==> config.mk <==
export PLATFORM = sky130hd
export DESIGN_NAME = approx_result_reader_flat
export DESIGN_NICKNAME = d
export VERILOG_FILES = /design/src/rtl/approx_mult_pkg.sv /design/src/rtl/approx_result_reader_if.sv /design/src/rtl/approx_decode_shifter.sv /design/src/rtl/approx_result_reader.sv /design/src/flat_wrapper.sv
export SDC_FILE = /design/constraint.sdc
export NUM_CORES = 1
export LEC_CHECK = 0
export ABC_AREA = 1
export CAP_MARGIN = 10
export CORE_MARGIN = 1.5
export CORE_UTILIZATION = 40
export CTS_BUF_LIST = sky130_fd_sc_hd__clkbuf_8
export CTS_CLUSTER_DIAMETER = 200
export DETAILED_ROUTE_END_ITERATION = 8
export DONT_BUFFER_PORTS = 1
export PLACE_DENSITY = 0.55
export SLEW_MARGIN = 20
export SYNTH_ARGS = -nofsm -noshare
export SYNTH_HDL_FRONTEND = slang
export SYNTH_SLANG_ARGS = --single-unit
==> constraint.sdc <==
create_clock -name clk -period 2.6 [get_ports clk]
set_input_delay 0.52 -clock clk [delete_from_list [all_inputs] [get_ports clk]]
set_output_delay 0.52 -clock clk [all_outputs]
set_load 0.1 [all_outputs]
==> src/rtl/approx_mult_pkg.sv <==
// Shared constants, rdata field slices and the reader FSM state type for the
// approximate-multiplier result path.
package approx_mult_pkg;

  localparam int N_WORDS = 16;
  localparam int ADDR_W  = 4;
  localparam int WIN_W   = 8;
  localparam int SH_W    = 5;
  localparam int OUT_W   = 16;
  localparam int WORD_W  = SH_W + WIN_W;

  // Shift counts at or above this value encode a zero product.
  localparam int ZERO_TH = 16;

  // Field layout of a stored result word, shared with the writer side.
  localparam int SH_MSB  = 12;
  localparam int SH_LSB  = 8;
  localparam int WIN_MSB = 7;
  localparam int WIN_LSB = 0;

  typedef enum logic [2:0] {
    S_IDLE  = 3'd0,
    S_ARM   = 3'd1,
    S_READ  = 3'd2,
    S_LATCH = 3'd3,
    S_SHIFT = 3'd4,
    S_OUT   = 3'd5,
    S_DONE  = 3'd6
  } reader_state_e;

endpackage

==> src/rtl/approx_result_reader_if.sv <==
// Result-memory read port plus the product output stream.
// Stream handshake: a word transfers on a rising clk edge where out_valid and
// out_ready are both 1; while out_valid=1 and out_ready=0 the producer holds
// out_data and out_last stable, and out_valid never drops without a transfer.
interface approx_result_reader_if;
  import approx_mult_pkg::*;

  logic              ren;
  logic [ADDR_W-1:0] raddr;
  logic [WORD_W-1:0] rdata;
  logic [OUT_W-1:0]  out_data;
  logic              out_valid;
  logic              out_ready;
  logic              out_last;

  modport master (
    output ren, raddr, out_data, out_valid, out_last,
    input  rdata, out_ready
  );

  modport slave (
    input  ren, raddr, out_data, out_valid, out_last,
    output rdata, out_ready
  );

endinterface

==> src/rtl/approx_decode_shifter.sv <==
// Decodes a stored {shift, window} word and rebuilds the product by shifting
// the left-aligned window right one bit per cycle.
module approx_decode_shifter
  import approx_mult_pkg::*;
(
  input  logic              clk,
  input  logic              rst,
  input  logic              load_i,
  input  logic              shift_i,
  input  logic [WORD_W-1:0] word_i,
  output logic [OUT_W-1:0]  shreg_o,
  output logic              shift_done_o
);

  logic [OUT_W-1:0] shreg_q, shreg_d;
  logic [SH_W-1:0]  shcnt_q, shcnt_d;
  logic [SH_W-1:0]  s_field;
  logic [WIN_W-1:0] w_field;

  assign s_field = word_i[SH_MSB:SH_LSB];
  assign w_field = word_i[WIN_MSB:WIN_LSB];

  // Load a new word (or the zero encoding), otherwise walk the shift count down.
  always_comb begin
    shreg_d = shreg_q;
    shcnt_d = shcnt_q;
    if (load_i) begin
      if (s_field < SH_W'(ZERO_TH)) begin
        shreg_d = {w_field, {(OUT_W-WIN_W){1'b0}}};
        shcnt_d = s_field;
      end else begin
        shreg_d = '0;
        shcnt_d = '0;
      end
    end else if (shift_i && (shcnt_q != '0)) begin
      shreg_d = shreg_q >> 1;
      shcnt_d = shcnt_q - SH_W'(1);
    end
  end

  // Shift register and remaining-shift counter.
  always_ff @(posedge clk or negedge rst) begin
    if (!rst) begin
      shreg_q <= '0;
      shcnt_q <= '0;
    end else begin
      shreg_q <= shreg_d;
      shcnt_q <= shcnt_d;
    end
  end

  assign shreg_o      = shreg_q;
  assign shift_done_o = (shcnt_q == '0);

endmodule

==> src/rtl/approx_result_reader.sv <==
// Walks the result memory once per run, rebuilds each approximate product and
// streams it out with valid/ready, pulsing done after the last word.
module approx_result_reader
  import approx_mult_pkg::*;
(
  input  logic                   clk,
  input  logic                   rst,
  input  logic                   start,
  approx_result_reader_if.master bus,
  output logic                   busy,
  output logic                   done,
  output reader_state_e          state_dbg_o
);

  reader_state_e     state_q, state_d;
  logic [ADDR_W-1:0] cnt_q, cnt_d;

  logic             load;
  logic             shift_en;
  logic             shift_done;
  logic [OUT_W-1:0] shreg;
  logic             is_last;
  logic             ren;
  logic             out_valid;
  logic             out_last;

  assign is_last = (cnt_q == ADDR_W'(N_WORDS-1));

  approx_decode_shifter u_shifter (
    .clk          (clk),
    .rst          (rst),
    .load_i       (load),
    .shift_i      (shift_en),
    .word_i       (bus.rdata),
    .shreg_o      (shreg),
    .shift_done_o (shift_done)
  );

  // Next-state, word counter and per-state output decode.
  always_comb begin
    state_d   = state_q;
    cnt_d     = cnt_q;
    load      = 1'b0;
    shift_en  = 1'b0;
    ren       = 1'b0;
    out_valid = 1'b0;
    out_last  = 1'b0;
    busy      = 1'b0;
    done      = 1'b0;
    case (state_q)
      S_IDLE: begin
        if (start) state_d = S_ARM;
      end
      S_ARM: begin
        if (!start) begin
          state_d = S_READ;
          cnt_d   = '0;
        end
      end
      S_READ: begin
        busy    = 1'b1;
        ren     = 1'b1;
        state_d = S_LATCH;
      end
      S_LATCH: begin
        busy    = 1'b1;
        load    = 1'b1;
        state_d = S_SHIFT;
      end
      S_SHIFT: begin
        busy     = 1'b1;
        shift_en = 1'b1;
        if (shift_done) state_d = S_OUT;
      end
      S_OUT: begin
        busy      = 1'b1;
        out_valid = 1'b1;
        out_last  = is_last;
        if (bus.out_ready) begin
          if (is_last) begin
            state_d = S_DONE;
          end else begin
            state_d = S_READ;
            cnt_d   = cnt_q + ADDR_W'(1);
          end
        end
      end
      S_DONE: begin
        busy    = 1'b1;
        done    = 1'b1;
        state_d = S_IDLE;
      end
      default: begin
        state_d = S_IDLE;
      end
    endcase
  end

  // FSM state and word counter registers.
  always_ff @(posedge clk or negedge rst) begin
    if (!rst) begin
      state_q <= S_IDLE;
      cnt_q   <= '0;
    end else begin
      state_q <= state_d;
      cnt_q   <= cnt_d;
    end
  end

  // raddr follows the counter, which only moves on entry to READ.
  assign bus.raddr     = cnt_q;
  assign bus.ren       = ren;
  assign bus.out_data  = shreg;
  assign bus.out_valid = out_valid;
  assign bus.out_last  = out_last;
  assign state_dbg_o   = state_q;

endmodule
==> src/flat_wrapper.sv <==
// flat-port wrapper written by rule: the top's interface ports become plain ports
module approx_result_reader_flat import approx_mult_pkg::*;
  (clk, rst, start, busy, done, state_dbg_o, bus_ren, bus_raddr, bus_out_data, bus_out_valid, bus_out_last, bus_rdata, bus_out_ready);
  approx_result_reader_if bus_i ();
  input  logic clk;
  input  logic rst;
  input  logic start;
  output logic busy;
  output logic done;
  output reader_state_e state_dbg_o;
  output wire logic [$bits(bus_i.ren)-1:0] bus_ren;
  output wire logic [$bits(bus_i.raddr)-1:0] bus_raddr;
  output wire logic [$bits(bus_i.out_data)-1:0] bus_out_data;
  output wire logic [$bits(bus_i.out_valid)-1:0] bus_out_valid;
  output wire logic [$bits(bus_i.out_last)-1:0] bus_out_last;
  input wire logic [$bits(bus_i.rdata)-1:0] bus_rdata;
  input wire logic [$bits(bus_i.out_ready)-1:0] bus_out_ready;
  assign bus_ren = bus_i.ren;
  assign bus_raddr = bus_i.raddr;
  assign bus_out_data = bus_i.out_data;
  assign bus_out_valid = bus_i.out_valid;
  assign bus_out_last = bus_i.out_last;
  assign bus_i.rdata = bus_rdata;
  assign bus_i.out_ready = bus_out_ready;
  approx_result_reader u_core (.clk(clk), .rst(rst), .start(start), .bus(bus_i), .busy(busy), .done(done), .state_dbg_o(state_dbg_o));
endmodule
# Word level (Yosys, flattened, before mapping)
# Index checks and enable logic that the tools add are counted.
[totals]
input_bits = 17
out_inout_bits = 28
elab_cells = 51
regBits = 28
[classes]
mux = 23
eq_ne = 12
add_sub_neg = 2
order_cmp = 1
reduce_logical = 9
[ops]
columns = ["operator", "count"]
rows = [
  ["$mux W16", 3],
  ["$pmux W3 S6", 1],
  ["$mux W3", 5],
  ["$mux W5", 3],
  ["$mux W4", 3],
  ["$eq A3 B3 Y1 const B", 3],
  ["$ne A2 B2 Y1 const B", 4],
  ["$pmux W4 S2", 1],
  ["$reduce_and A4 Y1", 2],
  ["$mux W1", 7],
  ["$eq A3 B2 Y1 const B", 2],
  ["$logic_not A5 Y1", 1],
  ["$lt A5 B5 Y1 const B", 1],
  ["$reduce_bool A5 Y1", 1],
  ["$reduce_or A5 Y1", 1],
  ["$sub A5 B1 Y5 const B", 1],
  ["$add A4 B1 Y4 const B", 1],
  ["$eq A4 B4 Y1 const B", 1],
  ["$reduce_bool A2 Y1", 2],
  ["$eq A3 B1 Y1 const B", 1],
  ["$logic_not A3 Y1", 1],
  ["$ne A2 B1 Y1 const B", 1],
  ["$logic_and A1 B1 Y1", 1],
]

# Longest topological paths before layout
[depth]
depth_word = 5
depth_mapped = 9

# Modules after synthesis
# From an unflattened synthesis, not the netlist that was laid out.
[hier_totals]
hier_cells = 210
hier_area_um2 = 1582.8
[modules_own_cells]
columns = ["mod", "area_each_um2", "cells_per_inst", "instances"]
rows = [
  ["approx_decode_shifter", 1094.8, 134, 1],
  ["approx_result_reader", 488.0, 76, 1],
]

# Least setup slack after synthesis
# OpenSTA, ideal clock, no wires.
[synth_timing]
path_kind = "reg2out"
from = "register u_core.state_q[2] (netlist: u_core.state_dbg_o[2])"
to = "output port done"
required_ns = 2.080
path_stages_with_launch = 4
arrival_ns = 2.537
slack_ns = -0.457
cell_sequence = "dfrtp_1 > buf_4 > nand2_1 > nor2_1"
[synth_between]
elab_chain_len = 2
[synth_lines]
columns = ["item", "line_no", "text"]
rows = [
  ["start, declared", "approx_result_reader.sv:15", "reader_state_e state_q, state_d;"],
  ["start signal, assigned", "approx_result_reader.sv:105", "state_q <= state_d;"],
  ["$eq A3 B3 Y1", "approx_result_reader.sv:50", "case (state_q)"],
  ["$mux W1", "approx_result_reader.sv:50", ""],
  ["end, declared", "flat_wrapper.sv:9", "output logic done;"],
]
# Every way passes these cells.

# Worst setup path in the final report
[layout_timing]
from = "register u_core.state_q[1] (netlist: u_core.state_dbg_o[1])"
to = "output port bus_out_valid"
[layout_between]
elab_chain_len = 2
[layout_lines]
columns = ["item", "line_no", "text"]
rows = [
  ["$eq A3 B3 Y1", "approx_result_reader.sv:50", ""],
  ["$mux W1", "approx_result_reader.sv:50", ""],
  ["end, declared", "flat_wrapper.sv:14", "output wire logic [$bits(bus_i.out_valid)-1:0] bus_out_valid;"],
]
# Every way passes these cells.

==> out/metrics.yaml <==
floorplanning:
  rows: 22
  io_pins: 45
  die_h_um: 65.9
  die_w_um: 65.9
  die_area_sq_mm: 0.00435
  core_area_sq_mm: 0.00374
  initial_core_util_pct: 42.3
clock_tree:
  cts_tree: "done"
  cts_buffers: 3
  clock_sinks: 28
  cts_resized: 0
  root_buffer: "clkbuf_8"
  insertion_delay_ns: 0.28
  cts.path.max_buffers: 2
  htreeDepth: 1
  post_cts.repair.setup_buffers: 0
  clk_pin_slew_ns: 0.10
critical_path:
  r2r_end: "u_core.bus.raddr[3]"
  end_kind: "output port"
  crit_type: "reg -> out"
  required_ns: 2.08
  r2r_setup_slack_ns: 0.81
  reg2regPathDepth: 6
  r2r_start: "u_core.state_dbg_o[1]"
  cp.arrival_ns: 1.56
  start_kind: "register"
  cp_max_fo: 9
routing:
  wl_um: 3430
  vias: 1403
  dr.pass1.iters: 4
  drc_errors: 0
  viasPerCell: 5.16
  drt_iter0_drc: 102
  detail-route-antenna-nets: 0
  wl_per_cell_um: 12.6
placed_design:
  gp_congestion: 0.867
  place_inst: 267
  port_buffers: 0
  dp_hpwl_um: 2540
timing:
  fin_setup_tns_ns: 0
  drv_slew: 0
  hold_viol_final: 0
  post-route-min-period_ns: 2.08
  rsz0062_at_grt: "false"
  setup_viol: 0
  finClkSkew_ns: 0.00372
  slew_headroom_pct: 36.0
  hold-worst-slack_ns: 0.0464
  worst_slew_pin_slew_ns: 0.961
  max_freq_mhz: 481
  min_period_over_period_pct: 79.9
global_routing:
  grt_pass1_wl_um: 6020
  grt_pass1_vias: 1348
  grt_start_max_net_pins: 32
  overflow: 0
  track_usage_pct: 17.5
  antenna_found_initial: 0
yosys:
  yosys_register_bits: 28
  synth_ff_type: "dfrtp_1"
  synth_area_leaders: "dfrtp_1 44%, nand2_1 16%, nand3_1 12%"
  syn_avg_cell_area_sq_um: 7.69
  async_flop_share_pct: 100
  netlist_area_sq_mm: 0.00158
  synth_top_area_share_pct: 44.2
  synth-edff-count: 0
  synth_cell_types: 27
  ys_seq_area_share_pct: 44.2
  syn_inst: 206
  yosysWarnings: 0
  synth_most_common_cell: "nand2_1"
  synth_nets: 225
  yosys-top-cells-count: "66 x nand2_1, 38 x nand3_1, 28 x dfrtp_1"
  yosysTopAreaCell: "dfrtp_1"
final_layout:
  layout-drive-gt1-share_pct: 23.2
  syn_to_final_growth_pct: 18.7
  diodes: 0
  final_cells: 272
  nNetsFinal: 244
worst_hold_path:
  hold_class: "in -> async"
outcome:
  status: "finished, final reports clean"
job:
  drv_cap: 0
cell usage in the layout, fill, tap and decap left out, types with 2 or more instances in the layout:
cell / synthesis / layout
buf_12: 0 / 4
buf_4: 4 / 20
clkbuf_8: 0 / 3
dfrtp_1: 28 / 25
dfrtp_2: 0 / 3
ha_1: 2 / 2
inv_1: 11 / 11
inv_2: 2 / 2
nand2_1: 66 / 66
nand2_2: 2 / 2
nand3_1: 38 / 38
nand3_2: 2 / 2
nor2_1: 13 / 11
nor2_2: 4 / 5
nor2_4: 1 / 2
o21ai_0: 4 / 4
o21ai_1: 11 / 11
o21ai_2: 2 / 2
state kept, by name, summed over array words and instances, names as in the netlist:
register and flops:
u_core.u_shifter.shreg_o 16, u_core.u_shifter.shcnt_q 5, u_core.bus.raddr 4, u_core.state_dbg_o 3
stage by stage:
| step | area (sq um) | worst slack (ns) | utilization [%] |
|---|---|---|---|
| final | 1880 | 0.523 | 50.2 |
| after global routing | 1880 | 0.431 | 50.2 |
| after CTS | 1880 | 0.519 | 50.2 |
| after detailed placement | 1790 | 0.833 | 47.8 |
| after global placement | 1790 | 0.894 | 47.8 |
| after floorplan | 1600 | 0.0611 | - |
logic make-up (layout without fill, tap and decap cells):
logic type | after synthesis | in the layout | share of synthesized area [%]
simple gates | 131 | 131 | 38.3
compound gates | 19 | 19 | 6.56
fa+ha+maj | 2 | 2 | 1.58
buf+inv | 26 | 44 | 9.32
flops | 28 | 28 | 44.2
worst max-delay path by stage:
| stage | from | end | slack, ns | depth (start not counted) |
|---|---|---|---|---|
| 3_3_place_gp | u_core.state_dbg_o[1] | bus_out_valid | 0.89 | 3 |
| 3_5_place_dp | u_core.state_dbg_o[1] | u_core.bus.raddr[0] | 0.83 | 6 |
| 4_1_cts | u_core.state_dbg_o[1] | bus_out_valid | 0.52 | 3 |
| 5_1_grt | u_core.state_dbg_o[1] | bus_out_valid | 0.43 | 3 |
| 2_1_floorplan | u_core.state_dbg_o[1] | bus_ren | 0.06 | 3 |
| 6_report | u_core.state_dbg_o[1] | bus_out_valid | 0.52 | 3 |
area by class of cell:
| type | instances | area, sq um |
|---|---|---|
| clock buffers | 3 | 41.3 |
| clock inverters | 1 | 30.0 |
| fillers | 390 | 1860 |
| inverters | 16 | 68.8 |
| multi-input cells | 152 | 746 |
| flip-flops and latches | 28 | 704 |
| well taps | 48 | 60.1 |
| repair buffers | 24 | 230 |
critical path: stages, from the launching register on:
cell and delay, ns:
dfrtp_1 0.51, inv_2 0.12, nand2_1 0.12, nor2_4 0.52
repair_timing:
item	in CTS	in global routing
setup endpoints to repair	0	0
hold buffers	1	0
endpoints found under the hold margin	28	0
routing by layer:
layer | vias up | wire, um | track usage [%]
met5 | - | 0 | 0
met4 | 0 | 44 | 6.89
met3 | 5 | 215 | 3.41
met2 | 42 | 1660 | 28.4
met1 | 654 | 1520 | 22.9
li1 | 702 | - | -
Power is left out: the tool's default activity adds up to more than one toggle a clock period on the data nets, which glitch-free logic cannot reach.
